===== src/rtl/chip8_pkg.sv =====
// Shared CHIP-8 timer types and the common DT/ST next-value rule.
// Pure declarations; no latency, no backpressure.
package chip8_pkg;

    localparam int TIMER_W = 8;
    localparam int TONE_W  = 16;

    typedef logic [TIMER_W-1:0] timer_t;

    // A write beats the tick; a tick at zero saturates instead of wrapping.
    function automatic timer_t timer_next(
        input timer_t cur,
        input logic   we,
        input timer_t wval,
        input logic   tick
    );
        timer_t nxt;
        nxt = cur;
        if (we) begin
            nxt = wval;
        end else if (tick && (cur != '0)) begin
            nxt = cur - TIMER_W'(1);
        end
        return nxt;
    endfunction

endpackage


===== src/rtl/chip8_tone_div.sv =====
// Speaker square-wave divider: tone toggles every TONE_DIV clocks while en is high.
// Latency: starts low for a full half-period after en rises; no backpressure.
module chip8_tone_div
    import chip8_pkg::*;
#(
    parameter logic [TONE_W-1:0] TONE_DIV = 16'd6000
) (
    input  logic clk,
    input  logic reset,
    input  logic en,
    output logic tone
);

    logic [TONE_W-1:0] cnt;

    // Holding everything at zero while disabled makes every burst start identically.
    always_ff @(posedge clk or negedge reset) begin
        if (!reset) begin
            cnt  <= '0;
            tone <= 1'b0;
        end else if (!en) begin
            cnt  <= '0;
            tone <= 1'b0;
        end else if (cnt == (TONE_DIV - 16'd1)) begin
            cnt  <= '0;
            tone <= ~tone;
        end else begin
            cnt  <= cnt + 16'd1;
        end
    end

endmodule


===== src/rtl/chip8_timers.sv =====
// CHIP-8 delay/sound timers ticked by vsync rising edges; beep and speaker drive.
// Writes visible one clk later; no backpressure. CHIP8_TONE_GEN_EN selects the tone divider.
module chip8_timers
    import chip8_pkg::*;
#(
    parameter logic [TONE_W-1:0] TONE_DIV = 16'd6000
) (
    input  logic               clk,
    input  logic               reset,
    input  logic               vsync,
    input  logic               dt_we,
    input  logic               st_we,
    input  logic [TIMER_W-1:0] wdata,
    output logic [TIMER_W-1:0] dt_value,
    output logic [TIMER_W-1:0] st_value,
    output logic               tick,
    output logic               beep,
    output logic               spkr
);

    if (TONE_DIV < 16'd2) begin : g_bad_tone_div
        $error("chip8_timers: TONE_DIV must be at least 2");
    end

    logic vsync_q;

    // Combinational so a tick lands in the same cycle vsync is first seen high.
    assign tick = vsync & ~vsync_q;

    always_ff @(posedge clk or negedge reset) begin
        if (!reset) begin
            vsync_q  <= 1'b0;
            dt_value <= '0;
            st_value <= '0;
        end else begin
            vsync_q  <= vsync;
            dt_value <= timer_next(dt_value, dt_we, wdata, tick);
            st_value <= timer_next(st_value, st_we, wdata, tick);
        end
    end

    assign beep = (st_value != '0);

`ifdef CHIP8_TONE_GEN_EN
    logic tone;

    chip8_tone_div #(
        .TONE_DIV (TONE_DIV)
    ) u_tone_div (
        .clk   (clk),
        .reset (reset),
        .en    (beep),
        .tone  (tone)
    );

    assign spkr = tone & beep;
`else
    // Frame-rate buzz: the speaker simply follows vsync while sounding.
    assign spkr = vsync & beep;
`endif

endmodule


===== config.mk =====
export PLATFORM = sky130hd
export DESIGN_NAME = chip8_timers
export DESIGN_NICKNAME = d
export VERILOG_FILES = /design/src/rtl/chip8_pkg.sv /design/src/rtl/chip8_tone_div.sv /design/src/rtl/chip8_timers.sv
export SDC_FILE = /design/constraint.sdc
export NUM_CORES = 1
export LEC_CHECK = 0
export BUFFER_PORTS_ARGS = -buffer_cell sky130_fd_sc_hd__buf_2
export CORE_MARGIN = 4
export CORE_UTILIZATION = 45
export CTS_CLUSTER_DIAMETER = 40
export DETAILED_ROUTE_END_ITERATION = 12
export HOLD_SLACK_MARGIN = 0.12
export PLACE_DENSITY = 0.8
export SLEW_MARGIN = 20
export SYNTH_ARGS = -nofsm -noshare
export SYNTH_HDL_FRONTEND = slang
export SYNTH_SLANG_ARGS = --single-unit

===== constraint.sdc =====
create_clock -name clk -period 1.9 [get_ports clk]
set_input_delay 0.095 -clock clk [delete_from_list [all_inputs] [get_ports clk]]
set_output_delay 0.095 -clock clk [all_outputs]
set_load 0.01 [all_outputs]

Yosys cells after proc, flatten, opt, wreduce, memory -nomap -nowiden
Index checks and enable logic that the tools add are counted.
{"block": "classes", "n_addsub": 2, "n_mul": 0, "div": 0, "n_lt_le_gt_ge": 0, "n_eq_ne": 0, "shifts": 0, "mux": 4, "n_bitwise": 3, "n_reduce_logical": 6}
{"operator": "$mux 8", "n": 4}
{"operator": "$reduce_bool 8->1", "n": 2}
{"operator": "$sub 8x1->8 const B", "n": 2}
{"operator": "$reduce_bool 2->1", "n": 2}
{"operator": "$and 1x1->1", "n": 2}
{"operator": "$logic_and 1x1->1", "n": 2}
{"operator": "$not 1->1", "n": 1}
{"block": "totals", "ff_bits": 17, "latch_bits": 0, "ramBits": 0, "mem_bits_ro": 0, "out_inout_bits": 19, "elab_cells": 18, "mem_count": 0}

Depth between registers and ports, before layout
Gate-level depths: netlist (run 1).
{"block": "logic_depth", "ltp_word": 5, "mapped_depth": 6}

Worst setup path after synthesis (run 1)
Ideal clock, no wire load.
{"block": "synth_timing", "path_kind": "flip-flop to flip-flop", "startpoint": "reg dt_value[4]", "endpoint": "reg dt_value[7]", "setup_time_ps": 125, "arrival_ps": 1773, "setup_slack_ps": 2, "path_stages_with_launch": 5, "path_buffers": 0, "period_less_slack_ps": 1898, "cell_sequence": "dfrtp_1 or4_4 nor3b_1 mux2_2 mux2_2"}
{"block": "synth_via", "elab_chain_cells": 3, "word_cells_on_any_way": 6, "classes_between": "add/sub: 1; mux: 2; reduce/logical: 3"}
{"item": "start: declaration", "line": "chip8_timers.sv:14", "source": "output logic [TIMER_W-1:0] dt_value,"}
{"item": "start signal: assignment", "line": "chip8_timers.sv:37", "source": "dt_value <= timer_next(dt_value, dt_we, wdata, tick);"}
{"item": "$sub 8x1->8 or $reduce_bool 8->1 (tied branches)", "line": "chip8_pkg.sv:22, chip8_pkg.sv:21"}
{"item": "$mux 8 or $logic_and 1x1->1 (tied branches)", "line": "chip8_pkg.sv:21", "source": "end else if (tick && (cur != '0)) begin"}
{"item": "$mux 8 or $reduce_bool 2->1 (tied branches)"}
Several ways; a longest one is shown, not always the timed one. The select of a mux whose other input is x is not followed.
A chain may end at the register's enable or synchronous reset.

Final worst setup path (run 1)
Ends and elaborated chain as after synthesis.

==> impl_metrics.tcl, run 1 <==
set metrics [dict create \
    grt.overflow.total 0 \
    drt_iter0_drc 16 \
    cts-buffers-inserted 3 \
    die_w_um 56.19 \
    fin_crit_ns 1.828 \
    avgViaCountPerCell 5.458 \
    cts.clk_slew.worst_paths_ns 0.11 \
    setup_viol 0 \
    outcome "finished clean" \
    wl_per_cell_um 14.51 \
    postRouteAntennaNets 0 \
    synth_area_sq_um 1045 \
    place_ws_ns 0.05334 \
    ir_drop_uv 475.7 \
    port_buffers 31 \
    die_y_um 56.19 \
    tns_ns 0 \
    diodes 0 \
    maxSlewHeadroom 0.6976 \
    path_buf_inv 0 \
    hold_viol 0 \
    ctsRootBufferMaster "clkbuf_4" \
    cts_max_level 1 \
    syn_inst 110 \
    ys_warn_count 0 \
    timing.hold.ws_ns 0.1671 \
    seq_area_frac_synth 0.4072 \
    p_leak_nw 0.6567 \
    arrival_ns 2.02 \
    clock_skew_ns 0.005878 \
    first_pass_iters 4 \
    area_growth_pct 40.00 \
    critPathSlowestCell "or4_4" \
    clk_path_buf_depth 2 \
    cts.sinks 17 \
    grt_pass1_wl_um 4712 \
    ys.flop_type "dfrtp_1" \
    start_util 0.4723 \
    dp_hpwl_um 2045 \
    gp_congestion 0.8536 \
    p_total_w 0.0009525 \
    nets 179 \
    vias 1037 \
    core_area_sq_um 2212 \
    cp.required_ns 2.09 \
    synth_cell_types 35 \
    hp-class "primary input to flop" \
    synth_top_area_share 0.4072 \
    fin_crit_sh 0.9620 \
    clock_latency_ns 0.29 \
    yosysMostFrequentCell "dfrtp_1" \
    p_per_area_nw_per_um2 651.2 \
    routed_wl_um 2757 \
    postLayoutCellArea_sq_um 1463 \
    cap_violations 0 \
    synth-edff-count 0 \
    cp_slowest_stage_delay_ns 0.57 \
    grt_use_total 0.1871 \
    endpoint_kind "flop" \
    final_layout_size_suffix_gt1_frac 0.3580 \
    syn-num-nets 126 \
    synthArstFlopShare 1.000 \
    crit_path_max_fanout 4 \
    critPathTopFamily "simple AND/OR/NAND/NOR gates" \
    grt_max_degree 18 \
    cp_common_cell "mux2_2" \
    grt_pass1_vias 1052 \
    fin_ws_ns 0.07226 \
    drcViolationCount 0 \
    ioPinCount 32 \
    startpoint_type "flop" \
    clock.fmax_mhz 547.1 \
    dpl_cell_area_sq_um 1282 \
    tritoncts "yes" \
    synth_common_cells "dfrtp_1, inv_1, a21oi_1, nand2_1" \
    antenna_found_initial 0 \
    ys_top_cells_by_area "dfrtp_1, mux2_2, a211oi_1" \
    avgSynthCellArea_sq_um 9.498 \
    yosysTopAreaCell "dfrtp_1" \
    die-area_sq_um 3157 \
    cp_cell_sequence "or4_4 -> nor3b_2 -> mux2_2 -> mux2_2" \
    worstSetupPathType "flop to flop" \
    synth_seq_cells 17 \
    fp-row-count 17 \
    tightest_slew_ns 0.4502 \
    slew_viol_final 0 \
]
## state kept, by name, summed over array words and instances (netlist names)
register	flops
st_value	8
dt_value	8
vsync_q	1
## area by class of cell
| class | instances | area [sq um] |
|---|---|---|
| clock buffer | 3 | 22.52 |
| clock inverter | 1 | 5.005 |
| fill | 186 | 749.5 |
| inverter | 10 | 37.54 |
| multi-input combinational | 80 | 605.6 |
| sequential | 17 | 426.7 |
| tap | 28 | 35.03 |
| timing repair buffer | 51 | 330.3 |
## power breakdown
part	internal, W	switching [W]	leakage [nW]
registers	0.000400	0.0000448	0.200
clock network	0.0000782	0.000120	0.0177
logic	0.000154	0.000154	0.439
## layout by cell type (no fill, tap or decap), types with 3 or more instances in the layout
cell type and n:
a211oi_1 5, a21oi_1 6, a221o_1 3, buf_2 31, buf_4 10, clkbuf_4 3
dfrtp_1 16, dlygate4sd3_1 10, inv_1 10, mux2_2 4, nand2_1 7, nand3_1 4
nor2_1 4, nor2b_1 4, nor3_1 4, o21ai_0 5, xnor2_1 4
## cell families after synthesis
logic type	after synthesis	share of synthesized area
mux	5	0.05269
simple gates	39	0.2323
compound gates	27	0.1737
xor+xnor	6	0.05030
buf+inv	13	0.04791
flops	17	0.4072
fa+ha+maj	3	0.03593
## path summary, 6_finish.rpt
check / start / end / cells past startpoint / slack, ns
worst min-delay path: st_we / st_value[4]$_DFFE_PN0P_ / 2 / 0.17
worst max register to register: dt_value[4]$_DFFE_PN0P_ / dt_value[7]$_DFFE_PN0P_ / 4 / 0.07
min in group asynchronous: reset / dt_value[1]$_DFFE_PN0P_ / 2 / 0.25
max in group asynchronous: reset / st_value[1]$_DFFE_PN0P_ / 2 / 1.35
worst max-delay path: dt_value[4]$_DFFE_PN0P_ / dt_value[7]$_DFFE_PN0P_ / 4 / 0.07
worst min register to register: dt_value[5]$_DFFE_PN0P_ / dt_value[5]$_DFFE_PN0P_ / 2 / 0.61
## worst register-to-register path, stage by stage, from the launching register on
cell and delay (ns):
dfrtp_1 0.40, or4_4 0.57, nor3b_2 0.17, mux2_2 0.34, mux2_2 0.25
## stage by stage
stage	instances	util
2_1_floorplan	110	-
3_3_place_gp	174	0.5798
3_5_place_dp	174	0.5798
4_1_cts	188	0.6374
5_1_grt	190	0.6612
6_report	190	0.6612
## per-layer routing
layer / GRT usage / up-vias / part of all wire
met5: 0 / - / 0
met4: 0.08475 / 0 / 0.022
met3: 0.03248 / 6 / 0.050
met2: 0.3189 / 31 / 0.51
met1: 0.2278 / 494 / 0.42
li1: - / 506 / -
## repair_timing
item / CTS / global route
endpoints found under the hold margin: 34 / 0
gates resized for setup: 0 / 8
hold buffers: 10 / 0
setup buffers: 0 / 2
endpoints found under the setup margin: 0 / 5
No activity file was read; power rests on OpenSTA's default activity.
==> run 2: changes to the inputs <==
--- a/config.mk
+++ b/config.mk
@@ -5,13 +5,14 @@
 export SDC_FILE = /design/constraint.sdc
 export NUM_CORES = 1
 export LEC_CHECK = 0
+export ABC_AREA = 1
 export BUFFER_PORTS_ARGS = -buffer_cell sky130_fd_sc_hd__buf_2
 export CORE_MARGIN = 4
-export CORE_UTILIZATION = 45
+export CORE_UTILIZATION = 47
 export CTS_CLUSTER_DIAMETER = 40
 export DETAILED_ROUTE_END_ITERATION = 12
 export HOLD_SLACK_MARGIN = 0.12
-export PLACE_DENSITY = 0.8
+export PLACE_DENSITY = 0.81
 export SLEW_MARGIN = 20
 export SYNTH_ARGS = -nofsm -noshare
 export SYNTH_HDL_FRONTEND = slang
==> run 2 against run 1 <==
- worst hold slack got worse by 0.033 ns
- cell area increased by 0.68%
- count of clock-buffer cells in the layout increased by 1
- power increased by 13%
- routed wire length increased by 2.8%
- global-route usage decreased by 0.26 points
- maximum frequency increased by 15%
- critical endpoint is now beep
- largest cell class unchanged
- highest routed layer unchanged
==> impl_metrics.tcl, run 2 <==
set metrics [dict create \
    fin_cells 241 \
    grt_pass1_wl_um 5023 \
    clock_latency_ns 0.29 \
    top_usage_layer "met2" \
    fin_ws_ns 0.3054 \
    ys_top_cells_by_area "dfrtp_1, nand2_1, nand3_1" \
    start_util 0.4903 \
    ys.flop_type "dfrtp_1" \
    min_from "wdata[2]" \
    cts.sinks 17 \
    grt.overflow.total 0 \
    synthArstFlopShare 1.000 \
    p_leak_nw 0.7820 \
    combPwrFrac 0.383 \
    tightest_slew_ns 0.3910 \
    die-area_sq_um 3435 \
    clock.fmax_mhz 627.1 \
    yosysMostFrequentCell "nand2_1" \
    final_layout_size_suffix_gt1_frac 0.2464 \
    cts_max_level 1 \
    internal_power_w 0.0006556 \
    rsz0062_at_grt "false" \
    core_area_sq_um 2455 \
    multi_input_area_sq_um 675.6 \
    cts.repair.resized 0 \
    postRouteAntennaNets 0 \
    maxSlewHeadroom 0.7393 \
    wl_per_cell_um 11.76 \
    tritoncts "yes" \
    dp_hpwl_um 2224 \
    fin_crit_sh 0.8393 \
    fill_cells 254 \
    avgViaCountPerCell 5.008 \
    worstRegToRegCells 9 \
    startpoint_type "flop" \
    synth_cell_types 23 \
    gp_congestion 0.8618 \
    clock_skew_ns 0.006812 \
    antenna_found_initial 0 \
    die_w_um 58.61 \
    hold_viol 0 \
    die_y_um 58.61 \
    synth_seq_cells 17 \
    grt_max_degree 18 \
    clkPwrFrac 0.180 \
    holdPathStages 5 \
    first_pass_iters 5 \
    seqPwrFrac 0.438 \
    critPathSlowestCell "dfrtp_1" \
    synth-edff-count 0 \
    drt_iter0_drc 37 \
    avgSynthCellArea_sq_um 6.998 \
    setup_viol 0 \
    fp-row-count 18 \
    drcViolationCount 0 \
    yosysTopAreaCell "dfrtp_1" \
    timing.reg2reg.setup_slack_ns 0.41 \
    ir_drop_uv 426.6 \
    cp.required_ns 1.80 \
    ctsRootBufferMaster "clkbuf_4" \
    place_ws_ns 0.3975 \
    grtUsageMet1 0.2359 \
    arrival_ns 1.50 \
    vias 1207 \
    syn-num-nets 188 \
    final_cell_mix "nand2_1, buf_2, nand3_1, inv_1, dfrtp_1" \
    reg_top3 "dt_value x8, st_value x8, vsync_q x1" \
    layout_commonest_cell "nand2_1" \
    port_buffers 31 \
    outcome "finished clean" \
    r2r-end "st_value[1]$_DFFE_PN0P_" \
    synth_common_cells "nand2_1, nand3_1, inv_1, dfrtp_1, nor2_1" \
    ys_warn_count 0 \
    synth_area_sq_um 1204 \
    clk_path_buf_depth 2 \
    cp_cell_sequence "inv_1 -> ha_1 -> nand2_2 -> nor2_4 -> inv_2 -> buf_2" \
    area_growth_pct 22.35 \
    grt_use_total 0.1845 \
    regArea_sq_um 425.4 \
    hp-class "primary input to flop" \
    worstSetupPathType "flop to output port" \
    ioPinCount 32 \
    use_met2 0.3174 \
    syn_inst 172 \
    cts.clk_slew.worst_paths_ns 0.09 \
    switching_share 0.3901 \
    placedCellCount 230 \
    cp_slowest_stage_delay_ns 0.40 \
    r2r_start "st_value[0]$_DFFE_PN0P_" \
    seq_area_frac_synth 0.3534 \
    post_cts_buffers 0 \
    cts_hold_buffers 7 \
    nets 228 \
    tns_ns 0 \
    cts-buffers-inserted 3 \
    diodes 0 \
    holdPathEnd "st_value[2]$_DFFE_PN0P_" \
    grt.met3_usage 0.02851 \
    p_sw_w 0.0004194 \
    crit_path_max_fanout 5 \
    synth_top_area_share 0.3534 \
    p_per_area_nw_per_um2 730.0 \
    routed_wl_um 2835 \
    cap_violations 0 \
    fin_crit_ns 1.595 \
    grt_pass1_vias 1159 \
    slew_viol_final 0 \
    endpoint_kind "output port" \
]
==> run 2: worst max-delay path: cells and delay by family (launching register included) <==
family	cells	cell delay (ns)
and+or+nand+nor	2	0.23
DFF	1	0.40
buffers and inverters	3	0.32
adders and majority gates	1	0.27
==> run 2: worst max-delay path by stage <==
stage                                  startpoint                      end  slack [ns]  cells after the start
final                     st_value[0]$_DFFE_PN0P_                     beep        0.31                      6
after global placement    st_value[0]$_DFFE_PN0P_  st_value[0]$_DFFE_PN0P_        0.46                      9
after CTS                 st_value[0]$_DFFE_PN0P_                     beep        0.27                      6
after global routing      st_value[0]$_DFFE_PN0P_                     beep        0.18                      6
after detailed placement  st_value[0]$_DFFE_PN0P_  st_value[0]$_DFFE_PN0P_        0.40                      9
after floorplan           st_value[0]$_DFFE_PN0P_  st_value[2]$_DFFE_PN0P_        0.51                      9
==> run 2: logic make-up after synthesis <==
kind of cell,synth area share
AO/OA/AOI/OAI,0.08420
XOR/XNOR,0.02911
buffers and inverters,0.08523
adder cells (fa/ha/maj),0.03119
flip-flops,0.3534
AND/OR/NAND/NOR,0.4168
==> run 2: metrics by stage <==
stage,total power (W),area (sq um),util,hold WS (ns)
final,0.001075,1473,0.5999,0.1342
after global placement,0.0008724,1376,0.5607,0.04700
after detailed placement,0.0008805,1376,0.5607,0.04661
after global routing,0.001165,1473,0.5999,0.1348
after floorplan,0.0007466,1204,-,-0.2006
after CTS,0.001090,1473,0.5999,0.1262
==> run 2: metal layers <==
layer / share of wire / vias to the layer above
met5: 0 / -
met4: 0.0049 / 0
met3: 0.049 / 2
met2: 0.50 / 22
met1: 0.45 / 556
li1: - / 627
==> run 2: final cells by class <==
type | instances | share of cell area
Multi-Input combinational cell | 130 | 0.4588
Sequential cell | 17 | 0.2889
Timing Repair Buffer | 38 | 0.1529
Inverter | 22 | 0.05607
Tap cell | 30 | 0.02549
Clock buffer | 4 | 0.01784
==> run 2: power groups by stage <==
stage / clock network, W / logic [W] / registers [W]
floorplan: 0 / 0.000256 / 0.000490
detailed placement: 0 / 0.000404 / 0.000476
global placement: 0 / 0.000397 / 0.000475
CTS: 0.000203 / 0.000417 / 0.000469
global route: 0.000216 / 0.000470 / 0.000479
finish: 0.000193 / 0.000411 / 0.000470
